$ cat src/rtl/scan_ctrl_chain.sv
// scan_ctrl_chain
//   Serial-load control register for analog/mixed-signal blocks. A WIDTH-bit
//   scan chain is shifted in from dataIn. An update strobe copies it to the
//   ctrl_out shadow register, but only when exactly WIDTH bits were shifted.
//   A capture strobe reloads the chain from ctrl_out, so the current setting
//   can be read back on dataOut. Length and command-collision errors are
//   kept in sticky status flags.
//
// Ports
//   clk          configuration clock, rising edge
//   reset        asynchronous active-low reset
//   shift_en     shift chain and dummy stages one position
//   dataIn       serial in, enters chain[WIDTH-1]
//   dataOut      serial out, from last dummy stage (chain[0] if none)
//   update       strobe: chain -> ctrl_out when the length is valid
//   capture      strobe: ctrl_out -> chain for readback
//   err_clr      clear err_status
//   ctrl_out     registered control word
//   update_done  one-cycle pulse after a successful update
//   err_status   sticky flags: [0] length error, [1] command collision
module scan_ctrl_chain #(
    parameter int               WIDTH        = 32,
    parameter logic [WIDTH-1:0] RESET_VALUE  = {WIDTH{1'b0}},
    parameter int               DUMMY_STAGES = 1
) (
    input  logic             clk,
    input  logic             reset,
    input  logic             shift_en,
    input  logic             dataIn,
    output logic             dataOut,
    input  logic             update,
    input  logic             capture,
    input  logic             err_clr,
    output logic [WIDTH-1:0] ctrl_out,
    output logic             update_done,
    output logic [1:0]       err_status
);

    localparam int             CNT_W    = $clog2(WIDTH + 2);
    localparam logic [CNT_W-1:0] CNT_FULL = CNT_W'(WIDTH);
    // Terminal value: anything beyond WIDTH shifts is simply "overlength".
    localparam logic [CNT_W-1:0] CNT_SAT  = CNT_W'(WIDTH + 1);

    logic [WIDTH-1:0] chain;
    logic [CNT_W-1:0] shift_cnt;
    logic             len_err;
    logic             col_err;

    // Length error only when the update is actually evaluated (no shift).
    assign len_err = update && !shift_en && (shift_cnt != CNT_FULL);
    assign col_err = (shift_en && (update || capture)) || (update && capture);

    always_ff @(posedge clk or negedge reset) begin
        if (!reset) begin
            chain       <= RESET_VALUE;
            ctrl_out    <= RESET_VALUE;
            shift_cnt   <= '0;
            update_done <= 1'b0;
            err_status  <= 2'b00;
        end else begin
            update_done <= 1'b0;
            if (shift_en) begin
                chain <= {dataIn, chain[WIDTH-1:1]};
                if (shift_cnt != CNT_SAT) begin
                    shift_cnt <= shift_cnt + 1'b1;
                end
            end else if (update) begin
                // Capture asserted alongside update is ignored here.
                if (shift_cnt == CNT_FULL) begin
                    ctrl_out    <= chain;
                    update_done <= 1'b1;
                end
                shift_cnt <= '0;
            end else if (capture) begin
                chain     <= ctrl_out;
                shift_cnt <= '0;
            end
            // A newly detected error wins over a simultaneous clear.
            if (err_clr) begin
                err_status <= {col_err, len_err};
            end else begin
                err_status <= err_status | {col_err, len_err};
            end
        end
    end

    generate
        if (DUMMY_STAGES == 0) begin : g_no_dummy
            assign dataOut = chain[0];
        end else begin : g_dummy
            logic [DUMMY_STAGES-1:0] dummy;

            always_ff @(posedge clk or negedge reset) begin
                if (!reset) begin
                    dummy <= '0;
                end else if (shift_en) begin
                    dummy[0] <= chain[0];
                    for (int i = 1; i < DUMMY_STAGES; i++) begin
                        dummy[i] <= dummy[i-1];
                    end
                end
            end

            assign dataOut = dummy[DUMMY_STAGES-1];
        end
    endgenerate

endmodule

$ cat config.mk
export PLATFORM = sky130hd
export DESIGN_NAME = scan_ctrl_chain
export DESIGN_NICKNAME = d
export VERILOG_FILES = /design/src/rtl/scan_ctrl_chain.sv
export SDC_FILE = /design/constraint.sdc
export NUM_CORES = 1
export LEC_CHECK = 0
export CAP_MARGIN = 25
export CORE_MARGIN = 8
export CORE_UTILIZATION = 37
export CTS_CLUSTER_SIZE = 24
export DETAILED_ROUTE_END_ITERATION = 8
export HOLD_SLACK_MARGIN = 0.06
export PLACE_DENSITY_LB_ADDON = 0.2
export SYNTH_ARGS = -nofsm -noshare
export SYNTH_HDL_FRONTEND = slang
export SYNTH_SLANG_ARGS = --single-unit
$ cat constraint.sdc
create_clock -name clk -period 2.8 [get_ports clk]
set_input_delay 0.84 -clock clk [delete_from_list [all_inputs] [get_ports clk]]
set_output_delay 0.84 -clock clk [all_outputs]
set_load 0.01 [all_outputs]
==> flow_summary_export.csv <==
group,metric,value,unit
synthesis,synth_ff_type,"dfrtp_1",
drt,drt-total-wl,6340,um
synthesis,syn-num-nets,235,
layout,multi_input_area,1470,um2
global_routing,grt_max_degree,43,
job,max-cap-violations,0,
floorplan,die_h,113,um
cts,cts_buffers,9,
layout,area_growth,21.4,%
setup_path,arrival,1.30,ns
floorplan,initial_utilization,37.7,%
timing,slew_violations,0,
floorplan,fp.dieArea,12700,um2
drt,route.detailed.drc,0,
floorplan,fp-row-count,35,
timing,setup_viol,0,
global_routing,grt.overflow.total,0,
setup_path,start_kind,"flip-flop",
cts,clockBufferDepth,2,
global_routing,grt_first_pass_wirelength,10800,um
timing,relSlewSlack,62.5,%
layout,seqCellArea,1850,um2
cts,ctsResizeCount,0,
setup_path,startpoint,"ctrl_out[30]",
setup_path,crit_end,"ctrl_out[30]",
pwr,vdd_drop_max,187,uV
setup_path,path_max_fanout,3,
cts,cts_sinks,74,
setup_path,cp.required,1.96,ns
synthesis,netlist_top_cells_area,"dfrtp_1 (54%), mux2_2 (22%), mux2_4 (13%)",
pwr,power_leakage,1.99,nW
global_routing,grt_usage,10.8,%
setup_path,r2r-start,"shift_cnt[3]",
setup_path,slowest_stage,"clkdlybuf4s50_1",
floorplan,core_area,9150,um2
synthesis,synthDominantCellAreaShare,53.7,%
setup_path,cp.buffers_inverters,1,
timing,worst_pin_slew,0.563,ns
cts,htreeDepth,3,
placed_design,io_buffers,42,
setup_path,critPathTopFamily,"buffers and inverters",
layout,fillers,825,
setup_path,cpPeakStageDelay,0.56,ns
timing,finClkSkew,0.00973,ns
setup_path,reg2reg_slack,0.82,ns
drt,drt_iter0_markers,65,
setup_path,path_cells,"clkdlybuf4s50_1",
synthesis,syn_inst,225,
cts,clkLatencyLatePin,0.33,ns
outcome,status,"complete, no violations",
synthesis,yosysSeqAreaShare,53.7,%
pwr,p_per_area,497,nW/um2
layout,num_antenna_cells,0,
timing,fin_tns_setup,0,ns
synthesis,synth_edf_count,0,
synthesis,async_flop_share,100,%
timing,rsz0062_at_grt,"no",
placed_design,place_congestion,0.716,
setup_path,path_class,"flip-flop to output pin",
placed_design,hpwlAfterDp,4100,um
synthesis,syn_area,3450,um2
setup_path,reg2reg_depth,4,
synthesis,synth_seq_cells,74,
cts,cts_tree,"done",
synthesis,yosys.area.top_type,"dfrtp_1",
synthesis,synth_area_per_cell,15.3,um2
cts,postCtsHoldBufs,0,
layout,drive_gt1_share,44.2,%
drt,vias,1908,
cts,clk_pin_slew,0.08,ns
floorplan,die_w,113,um
global_routing,antenna_found_initial,0,
timing,final.min_clock_period,2.14,ns
drt,viasPerCell,4.90,
layout,final_util,45.7,%
drt,drtPass1Iterations,4,
timing,fmax,468,MHz
synthesis,yosys_warnings,0,
cts,ctsRootBufferMaster,"clkbuf_8",
setup_path,regToRegEndpoint,"ctrl_out[1]",
global_routing,grt_pass1_vias,2071,
synthesis,ys_types,31,
floorplan,boundaryPins,43,
layout,fin_nets,283,
setup_path,cp-end-kind,"output pin",
drt,wl_per_cell,16.3,um
cts,post_cts_buffers,0,
setup_path,cp.depth,1,
worst_hold_path,hp-class,"primary input to async pin",
timing,hold_violations,0,
timing,min_period_over_period,76.4,%
drt,postRouteAntennaNets,0,
## worst min-delay path by stage
stage / from / cells past startpoint / endpoint
final: reset / 1 / ctrl_out[24]
after global routing: reset / 1 / ctrl_out[24]
after CTS: reset / 1 / ctrl_out[24]
after detailed placement: err_status[1] / 1 / err_status[1]
after global placement: err_status[1] / 1 / err_status[1]
after floorplan: chain[0] / 1 / ctrl_out[0]
## placed cells by master, fill, tap and decap left out, types with 2 or more instances in the layout
cell,Yosys,final
buf_4,0,5
xor2_1,2,2
dfrtp_1,74,74
clkbuf_1,4,3
o21ai_0,3,3
inv_1,5,5
ha_1,3,3
nand2_1,8,8
buf_12,3,3
mux2_2,68,68
mux2_4,29,29
a21oi_1,3,2
nand3_1,2,2
clkdlybuf4s50_1,0,40
clkbuf_8,1,11
## through the flow
stage / setup slack [ns] / cell area [um2] / instances / power [mW] / hold slack, ns
after floorplan: 0.765 / 3450 / 225 / 1.20 / 0.491
after global placement: 0.365 / 3990 / 373 / 1.26 / 0.478
after detailed placement: 0.362 / 3990 / 373 / 1.27 / 0.484
after CTS: 0.620 / 4180 / 389 / 2.11 / 0.499
after global routing: 0.616 / 4180 / 389 / 2.17 / 0.536
final: 0.662 / 4180 / 389 / 2.08 / 0.485
## layout make-up
cell class                 count  area share, %
timing repair buffer          49           12.0
clock inverter                 2          0.837
inverter                       5          0.449
clock buffer                  14           3.89
multi-input combinational    134           35.2
sequential                    74           44.3
tap                          111           3.32
## flip-flops by register name, summed over array words and instances, names as in the netlist
signal       cells
chain           32
ctrl_out        32
shift_cnt        6
err_status       2
dataOut          1
update_done      1
## cell usage after synthesis, types with 2 or more instances
master     n
mux2_2    68
xor2_1     2
inv_1      5
a21oi_1    3
ha_1       3
buf_12     3
clkbuf_1   4
nand2_1    8
buf_2      3
dfrtp_1   74
mux2_4    29
o21ai_0    3
nand3_1    2
## report_power, final
part           total (mW)  switching, mW  internal (mW)  leakage, nW
registers            1.10         0.0163           1.08         1.02
clock network       0.836          0.374          0.461        0.101
logic               0.141         0.0771         0.0643        0.863
total                2.08          0.468           1.61         1.99
## kinds of logic (layout without fill, tap and decap cells)
kind of cell | after synthesis | count (layout) | share of synthesized area (%)
xor gates and xnor gates | 2 | 2 | 0.508
buffers and inverters | 17 | 70 | 3.88
DFF | 74 | 74 | 53.7
AOI/OAI and AO/OA | 13 | 13 | 2.47
muxes | 98 | 98 | 35.1
and+or+nand+nor | 18 | 18 | 3.19
adders and majority gates | 3 | 3 | 1.09
## layer usage
metal	wire (um)	global-route usage, %	up-vias
met5	0	0	-
met4	131	5.94	0
met3	270	2.68	11
met2	2960	17.6	33
met1	2980	12.8	967
li1	-	-	897
(Power assumes the default switching activity.)
